`config.mk`:
```
export PLATFORM = sky130hd
export DESIGN_NAME = ex_alu_muldiv_flat
export DESIGN_NICKNAME = d
export VERILOG_FILES = /design/src/rtl/ex_alu_muldiv_if.sv /design/src/rtl/ex_alu_muldiv.sv /design/src/flat_wrapper.sv
export SDC_FILE = /design/constraint.sdc
export NUM_CORES = 1
export LEC_CHECK = 0
export ABC_AREA = 1
export BUFFER_PORTS_ARGS = -buffer_cell sky130_fd_sc_hd__buf_2
export CELL_PAD_IN_SITES_DETAIL_PLACEMENT = 1
export CELL_PAD_IN_SITES_GLOBAL_PLACEMENT = 1
export CORE_UTILIZATION = 47
export CTS_BUF_LIST = sky130_fd_sc_hd__clkbuf_4 sky130_fd_sc_hd__clkbuf_8
export CTS_CLUSTER_DIAMETER = 120
export DETAILED_ROUTE_END_ITERATION = 6
export GPL_TIMING_DRIVEN = 0
export PLACE_DENSITY = 0.91
export SLEW_MARGIN = 20
export SYNTH_ARGS = -nofsm -noshare
export SYNTH_HDL_FRONTEND = slang
export SYNTH_SLANG_ARGS = --single-unit
```
`constraint.sdc`:
```
create_clock -name clk -period 15.92 [get_ports clk]
set_input_delay 4.776 -clock clk [delete_from_list [all_inputs] [get_ports clk]]
set_output_delay 4.776 -clock clk [all_outputs]
set_load 0.03 [all_outputs]
```
`src/rtl/ex_alu_muldiv_if.sv`:
```
// Execute-stage operand/result bundle between ID/EX, the ALU/muldiv block and EX/MEM.
interface ex_alu_muldiv_if;
  logic [3:0]  ALUCtl;
  logic [31:0] A;
  logic [31:0] B;
  logic        md_start;
  logic [1:0]  md_op;
  logic        hilo_read;
  logic [31:0] ALUOut;
  logic        Zero;
  logic [31:0] hi;
  logic [31:0] lo;
  logic        md_busy;
  logic        stall;

  modport master (output ALUCtl, A, B, md_start, md_op, hilo_read,
                  input  ALUOut, Zero, hi, lo, md_busy, stall);
  modport slave  (input  ALUCtl, A, B, md_start, md_op, hilo_read,
                  output ALUOut, Zero, hi, lo, md_busy, stall);
endinterface

```
`src/rtl/ex_alu_muldiv.sv`:
```
// Execute-stage ALU plus HI/LO pair fed by a 32-step iterative multiply/divide engine.
module ex_alu_muldiv (
  input  logic           clk,
  input  logic           rst,
  ex_alu_muldiv_if.slave bus
);
  typedef enum logic {IDLE, RUN} state_t;

  state_t      state, state_n;
  logic [4:0]  cnt;
  logic [1:0]  op;
  logic [31:0] a_raw, mag_b, acc, wlo, hi_q, lo_q;
  logic        neg_q, neg_r;
  logic [31:0] alu_r;

  always_comb begin
    alu_r = 32'h0;
    case (bus.ALUCtl)
      4'd0:    alu_r = bus.A & bus.B;
      4'd1:    alu_r = bus.A | bus.B;
      4'd2:    alu_r = bus.A + bus.B;
      4'd6:    alu_r = bus.A - bus.B;
      4'd7:    alu_r = {31'h0, $signed(bus.A) < $signed(bus.B)};
      4'd12:   alu_r = ~(bus.A | bus.B);
      default: alu_r = 32'h0;
    endcase
  end

  assign bus.ALUOut  = alu_r;
  assign bus.Zero    = (alu_r == 32'h0);
  assign bus.hi      = hi_q;
  assign bus.lo      = lo_q;
  assign bus.md_busy = (state == RUN);
  assign bus.stall   = bus.md_busy && (bus.md_start || bus.hilo_read);

  // Operand capture: MULT and DIV (md_op 0/2) work on magnitudes.
  logic        is_signed, sa, sb, start_acc, done;
  logic [31:0] mag_a_in, mag_b_in;
  assign is_signed = ~bus.md_op[0];
  assign sa        = is_signed & bus.A[31];
  assign sb        = is_signed & bus.B[31];
  assign mag_a_in  = sa ? -bus.A : bus.A;
  assign mag_b_in  = sb ? -bus.B : bus.B;

  always_comb begin
    state_n   = state;
    start_acc = 1'b0;
    done      = 1'b0;
    case (state)
      IDLE: if (bus.md_start) begin
        start_acc = 1'b1;
        state_n   = RUN;
      end
      RUN: if (cnt == 5'd31) begin
        done    = 1'b1;
        state_n = IDLE;
      end
      default: state_n = IDLE;
    endcase
  end

  always_ff @(posedge clk) begin
    if (rst) state <= IDLE;
    else     state <= state_n;
  end

  // One iteration; acc holds the running high half (mult) or partial remainder (div).
  logic [32:0] sum, shifted;
  logic        ge;
  logic [31:0] nacc, nwlo;
  always_comb begin
    sum     = {1'b0, acc} + (wlo[0] ? {1'b0, mag_b} : 33'h0);
    shifted = {acc, wlo[31]};
    ge      = (shifted >= {1'b0, mag_b});
    if (op[1]) begin
      nacc = ge ? (shifted[31:0] - mag_b) : shifted[31:0];
      nwlo = {wlo[30:0], ge};
    end else begin
      nacc = sum[32:1];
      nwlo = {sum[0], wlo[31:1]};
    end
  end

  // Sign correction folded into the completing write.
  logic [63:0] prod;
  logic [31:0] fin_hi, fin_lo;
  always_comb begin
    prod = {nacc, nwlo};
    if (neg_q) prod = -prod;
    fin_hi = prod[63:32];
    fin_lo = prod[31:0];
    if (op[1]) begin
      if (mag_b == 32'h0) begin
        fin_hi = a_raw;
        fin_lo = 32'hFFFF_FFFF;
      end else begin
        fin_lo = neg_q ? -nwlo : nwlo;
        fin_hi = neg_r ? -nacc : nacc;
      end
    end
  end

  always_ff @(posedge clk) begin
    if (rst) begin
      cnt   <= 5'd0;
      op    <= 2'd0;
      a_raw <= 32'h0;
      mag_b <= 32'h0;
      acc   <= 32'h0;
      wlo   <= 32'h0;
      neg_q <= 1'b0;
      neg_r <= 1'b0;
      hi_q  <= 32'h0;
      lo_q  <= 32'h0;
    end else if (start_acc) begin
      cnt   <= 5'd0;
      op    <= bus.md_op;
      a_raw <= bus.A;
      mag_b <= mag_b_in;
      acc   <= 32'h0;
      wlo   <= mag_a_in;
      neg_q <= sa ^ sb;
      neg_r <= sa;
    end else if (state == RUN) begin
      cnt <= cnt + 5'd1;
      acc <= nacc;
      wlo <= nwlo;
      if (done) begin
        hi_q <= fin_hi;
        lo_q <= fin_lo;
      end
    end
  end
endmodule

```
`src/flat_wrapper.sv`:
```
// flat-port wrapper written by rule: the top's interface ports become plain ports
module ex_alu_muldiv_flat 
  (clk, rst, bus_ALUCtl, bus_A, bus_B, bus_md_start, bus_md_op, bus_hilo_read, bus_ALUOut, bus_Zero, bus_hi, bus_lo, bus_md_busy, bus_stall);
  ex_alu_muldiv_if bus_i ();
  input  logic clk;
  input  logic rst;
  input wire logic [$bits(bus_i.ALUCtl)-1:0] bus_ALUCtl;
  input wire logic [$bits(bus_i.A)-1:0] bus_A;
  input wire logic [$bits(bus_i.B)-1:0] bus_B;
  input wire logic [$bits(bus_i.md_start)-1:0] bus_md_start;
  input wire logic [$bits(bus_i.md_op)-1:0] bus_md_op;
  input wire logic [$bits(bus_i.hilo_read)-1:0] bus_hilo_read;
  output wire logic [$bits(bus_i.ALUOut)-1:0] bus_ALUOut;
  output wire logic [$bits(bus_i.Zero)-1:0] bus_Zero;
  output wire logic [$bits(bus_i.hi)-1:0] bus_hi;
  output wire logic [$bits(bus_i.lo)-1:0] bus_lo;
  output wire logic [$bits(bus_i.md_busy)-1:0] bus_md_busy;
  output wire logic [$bits(bus_i.stall)-1:0] bus_stall;
  assign bus_i.ALUCtl = bus_ALUCtl;
  assign bus_i.A = bus_A;
  assign bus_i.B = bus_B;
  assign bus_i.md_start = bus_md_start;
  assign bus_i.md_op = bus_md_op;
  assign bus_i.hilo_read = bus_hilo_read;
  assign bus_ALUOut = bus_i.ALUOut;
  assign bus_Zero = bus_i.Zero;
  assign bus_hi = bus_i.hi;
  assign bus_lo = bus_i.lo;
  assign bus_md_busy = bus_i.md_busy;
  assign bus_stall = bus_i.stall;
  ex_alu_muldiv u_core (.clk(clk), .rst(rst), .bus(bus_i));
endmodule
```
== Word level (Yosys, flattened, before mapping) ==
Cells that the tools add are included.

* Reductions and logical operators: 8
* Bitwise gates (word level): 9
* Eq/ne operators: 6
* Multiplexer cells: 22
* Order comparisons: 2
* Add/subtract/negate cells: 10

{| class="wikitable"
|+ Operators by type and width
! kind !! count
|-
| $mux 32 || 14
|-
| $pmux 32 s6 || 1
|-
| $neg 32->32 || 4
|-
| $logic_not 32->1 || 2
|-
| $mux 64 || 1
|-
| $neg 64->64 || 1
|-
| $sub 32x32->32 || 2
|-
| $add 32x33->33 || 1
|-
| $ge 33x32->1 || 1
|-
| $add 32x32->32 || 1
|-
| $and 32x32->32 || 1
|-
| $lt 32x32->1 || 1
|-
| $not 32->32 || 1
|-
| $or 32x32->32 || 1
|-
| $eq 4x3->1 const B || 2
|-
| $add 5x1->5 const B || 1
|-
| $eq 5x5->1 const B || 1
|-
| $mux 1 || 5
|-
| $eq 4x1->1 const B || 1
|-
| $eq 4x2->1 const B || 1
|-
| $eq 4x4->1 const B || 1
|-
| $logic_not 4->1 || 1
|-
| $not 1->1 || 3
|-
| $reduce_and 3->1 || 1
|-
| 7 further kinds || 8
|}

* Logic and storage cells: 68
* Register bits after elaboration: 202
* Input bits: 74
* Output and inout bits: 99

== Depth between registers and ports, before layout ==
* Word-level depth: 7
* Mapped depth: 32
* Gate-level depth less buffers: 32

== Least setup slack after synthesis ==
Ideal clock, no wire load.

* Path type: input -> output
* From: input port bus_A[2]
* To: output port bus_Zero
* Cell stages on the path: 19
* Path slack: 3495 ps
* Data arrival time: 7649 ps
* Path buffers: 1
* Data required time: 11144 ps
* Path through: inv_1 -> ha_1 -> buf_2 -> or2_2 -> o21ai_1 -> nand2_1 -> nand2_1 -> a21o_1 -> a21oi_1 -> inv_1 -> a21oi_1 -> or2_2 -> nand3_1 -> nand3_1 -> nor2_1 -> nand2_1 -> nor2_1 -> nand2_1 -> nor2_1

* Elaborated cells on any way between the ends: 8
* Classes of those cells: add/sub (2); order compare (1); mux (1); bitwise (3); reduce/logical (1)

{| class="wikitable"
|+ RTL lines
! item !! RTL line !! RTL
|-
| from (decl) || flat_wrapper.sv:8 || <nowiki>input wire logic [$bits(bus_i.A)-1:0] bus_A;</nowiki>
|-
| $sub 32x32->32 or $add 32x32->32 (tied branches) || ex_alu_muldiv.sv:22, ex_alu_muldiv.sv:21 ||
|-
| $pmux 32 s6 (*) || ex_alu_muldiv.sv:18 || <nowiki>case (bus.ALUCtl)</nowiki>
|-
| named net bus_ALUOut[19] || flat_wrapper.sv:13 || <nowiki>output wire logic [$bits(bus_i.ALUOut)-1:0] bus_ALUOut;</nowiki>
|-
| $logic_not 32->1 (*) || ex_alu_muldiv.sv:30 || <nowiki>assign bus.Zero = (alu_r == 32'h0);</nowiki>
|-
| to (decl) || flat_wrapper.sv:14 || <nowiki>output wire logic [$bits(bus_i.Zero)-1:0] bus_Zero;</nowiki>
|}

The timed path passes the listed nets; every way through them passes the cells marked *.

== Worst setup path in the final report ==
* From: input port bus_A[3]
* To: output port bus_Zero

* Word-level cells in the longest chain between the ends: 4
* Elaborated cells on any way between the ends: 8
* Classes of those cells: add/sub (2); order compare (1); mux (1); bitwise (3); reduce/logical (1)

{| class="wikitable"
|+ Ends and longest elaborated chain
! item !! RTL line
|-
| parallel branches: the longest is 2 deep, another holds $sub 32x32->32 || n/a
|-
| $pmux 32 s6 (*) || ex_alu_muldiv.sv:18
|-
| $logic_not 32->1 (*) || ex_alu_muldiv.sv:30
|}

Mark *: on every way between the ends.

==> impl_metrics.ini <==
[run_status]
outcome = complete, no violations

[detailed_routing]
drt_pass1_iterations = 6
drc = 0
routedWlPerCell_um = 25.7
wl_mm = 129
drt_iter0_markers = 3569
routed_via_density = 6.30
ant_nets = 0
dr_total_vias = 31709

[global_route]
grt_util_met2_pct = 75.4
grt_antenna_before_repair = 3
gr-total-overflow = 0
grtUsageTotal_pct = 49.4
grtUsageMet3_pct = 11.2
grt_max_degree = 11
gr-usage-met1_pct = 60.0
busiest_layer = met2
grt_pass1_wl_mm = 188
grt_pass1_vias = 30854

[timing]
finalSetupViolCount = 0
worstMarginPinSlew_ns = 0.969
fmax_mhz = 74.0
slew_viol_final = 0
finalCritPeriodShare_pct = 84.9
hold_viol_final = 0
slew_headroom_pct = 35.4
rsz0062_at_grt = false
fin_crit_ns = 13.51
finClkSkew_ns = 0.0602
tns_ns = 0

[yosys]
synth_top_family_by_area = simple AND/OR/NAND/NOR gates
synth_compound_gate_area_share_pct = 20.7
yosys.area.top_type = dfxtp_1
synth.area.top_cells = dfxtp_1, nand2_1, inv_1
muxShareOfSynthArea_pct = 0
ys_ff_latch = 201
synth-adder-area-share_pct = 9.15
synthSimpleGateAreaFrac_pct = 37.5
syn_area_sq_um = 23600
async_reset_ff_share_pct = 0
syn_inst = 4124
seq_area_frac_synth_pct = 17.1
synth.net_count = 4368
synth.distinct_cells = 65
synth_edf_count = 0
ys_warn_count = 0
synth_top_cell_area_share_pct = 17.1
syn_area_per_cell_sq_um = 5.72
synth_xor_area_share_pct = 2.15
ys.flop_type = dfxtp_1

[place]
portBuffers = 171
dp_hpwl_mm = 105
placed_cell_area_sq_um = 25300
gp_congestion = 1.09

[setup_path]
r2r_cells = 27
crit_type = in2out
ff2ff_setup_slack_ns = 10.51
critPathArrivalTime_ns = 8.73
r2r_start = u_core.mag_b[28]
cp_max_fo = 8
r2r_end = u_core.bus.hi[10]
end_kind = output pin
crit_start = bus_A[3]
crit_path_start_kind = input port
worstPathRequired_ns = 11.14

[finish]
layout-drive-gt1-share_pct = 8.61
fin_util_pct = 53.2
area_delta_synth_final_pct = 11.1
final_area_sq_um = 26200
register_area_sq_um = 4020
mostFrequentLayoutCell = nand2_1
layout_common_cells = nand2_1, inv_1, nor2_1
fin_nets = 4579
fillCellCount = 7347
multi_input_comb_area_sq_um = 16400

[cts]
cts_hold_buf = 0
numCtsBuffers = 38
cts_buffer_depth = 3
clkLatencyLatePin_ns = 0.63
path_clk_slew_ns = 0.06
numClockSinks = 201
cts_root_buf = clkbuf_8
ctsResizeCount = 0
htreeDepth = 2
cts_tree = done
post-cts-setup-buffers = 0

[job]
drv_cap = 0

[die]
design.core.area_sq_um = 49300
dieHeight_um = 226
num_rows = 81
die_x_um = 226
io_pins = 173
die_area_sq_um = 51100
start_util_pct = 47.9

[worst_hold_path]
holdPathEnd = u_core.a_raw[29]
hp-class = reg2reg
min_from = u_core.a_raw[29]
holdPathStages = 2

[power]
report.power.total_mw = 2.21
ir_drop_v = 0.000109
cellLeakagePower_nw = 13.5
powerDensity_nw_per_um2 = 84.5
## synthesized netlist by cell type, types with 6 or more instances
| cell | n |
|---|---|
| a21boi_0 | 6 |
| nand2_1 | 978 |
| nand3b_1 | 18 |
| o21ai_1 | 23 |
| or2_2 | 20 |
| nand2_2 | 16 |
| dfxtp_1 | 201 |
| o21bai_1 | 16 |
| nor3_1 | 61 |
| nor2_2 | 19 |
| nor4_1 | 20 |
| o211ai_1 | 38 |
| xnor2_1 | 18 |
| a31oi_1 | 34 |
| buf_6 | 8 |
| ha_1 | 166 |
| o22ai_1 | 33 |
| and2_1 | 7 |
| buf_2 | 19 |
| o31ai_1 | 10 |
| nand3_2 | 14 |
| clkbuf_1 | 109 |
| a21oi_1 | 293 |
| o21a_1 | 7 |
| inv_1 | 639 |
| inv_2 | 10 |
| o21ai_0 | 264 |
| nand3_1 | 363 |
| buf_1 | 17 |
| a221oi_1 | 40 |
| o221ai_1 | 20 |
| o21ai_2 | 7 |
| a22oi_1 | 17 |
| nor2_1 | 449 |
| nand4_1 | 58 |
| a21o_1 | 10 |
| xor2_1 | 40 |
## stage by stage
step	setup slack [ns]	hold WS, ns	std cells
4_1_cts	2.58	0.462	5029
5_1_grt	2.29	0.499	5030
3_5_place_dp	2.60	0.445	4959
6_report	2.41	0.465	5032
2_1_floorplan	3.50	0.419	4124
3_3_place_gp	2.61	0.437	4959
## logic make-up (layout without fill, tap and decap cells)
kind of cell               Yosys count  in the layout
buffers and inverters              811           1052
xor gates and xnor gates            58             58
DFF                                201            201
adders and majority gates          170            170
and+or+nand+nor                   2046           2046
other                                0              3
AOI/OAI and AO/OA                  838            838
## critical path, stage by stage
cell      delay, ns
buf_2          0.17
inv_1          0.34
ha_1           0.31
clkbuf_1       0.21
inv_1          0.20
nand3_1        0.09
o211ai_1       0.26
a21oi_1        0.13
inv_1          0.17
a21oi_1        0.11
o21bai_1       0.33
nand2_1        0.09
nand2_1        0.16
nand3_1        0.17
nand2_1        0.10
nand2_1        0.12
nand4_1        0.12
nand4_1        0.17
nor2_1         0.23
nand3_1        0.13
nor2_1         0.13
buf_2          0.20
## layer usage
| layer | up-vias | wire [um] |
|---|---|---|
| met5 | - | 0 |
| met4 | 0 | 11500 |
| met3 | 605 | 14200 |
| met2 | 2117 | 54300 |
| met1 | 15014 | 49200 |
| li1 | 13973 | - |
## state kept, by name, summed over array words and instances (netlist names), 5 cells and up
name,count
u_core.mag_b,32
u_core.acc,32
u_core.bus.hi,32
u_core.wlo,32
u_core.a_raw,32
u_core.bus.lo,32
u_core.cnt,5
## report_power, final
group          switching (mW)  internal (mW)
logic                   0.749          0.269
clock network           0.265          0.373
registers              0.0296          0.527
total                    1.04           1.17
## how the worst max path moves through the flow
stage                     to  depth (start not counted)
floorplan           bus_Zero                         19
global placement    bus_Zero                         21
detailed placement  bus_Zero                         20
CTS                 bus_Zero                         20
global route        bus_Zero                         20
finish              bus_Zero                         22
## cell type report
cell class	count	share of cell area (%)
repair buffers	171	3.27
clock inverters	12	0.750
inverters	653	9.36
flip-flops and latches	201	15.4
plain buffers	158	2.71
clock buffers	58	2.76
well taps	664	3.17
diodes	3	0.0287
multi-input cells	3112	62.6
(Power assumes the default switching activity.)
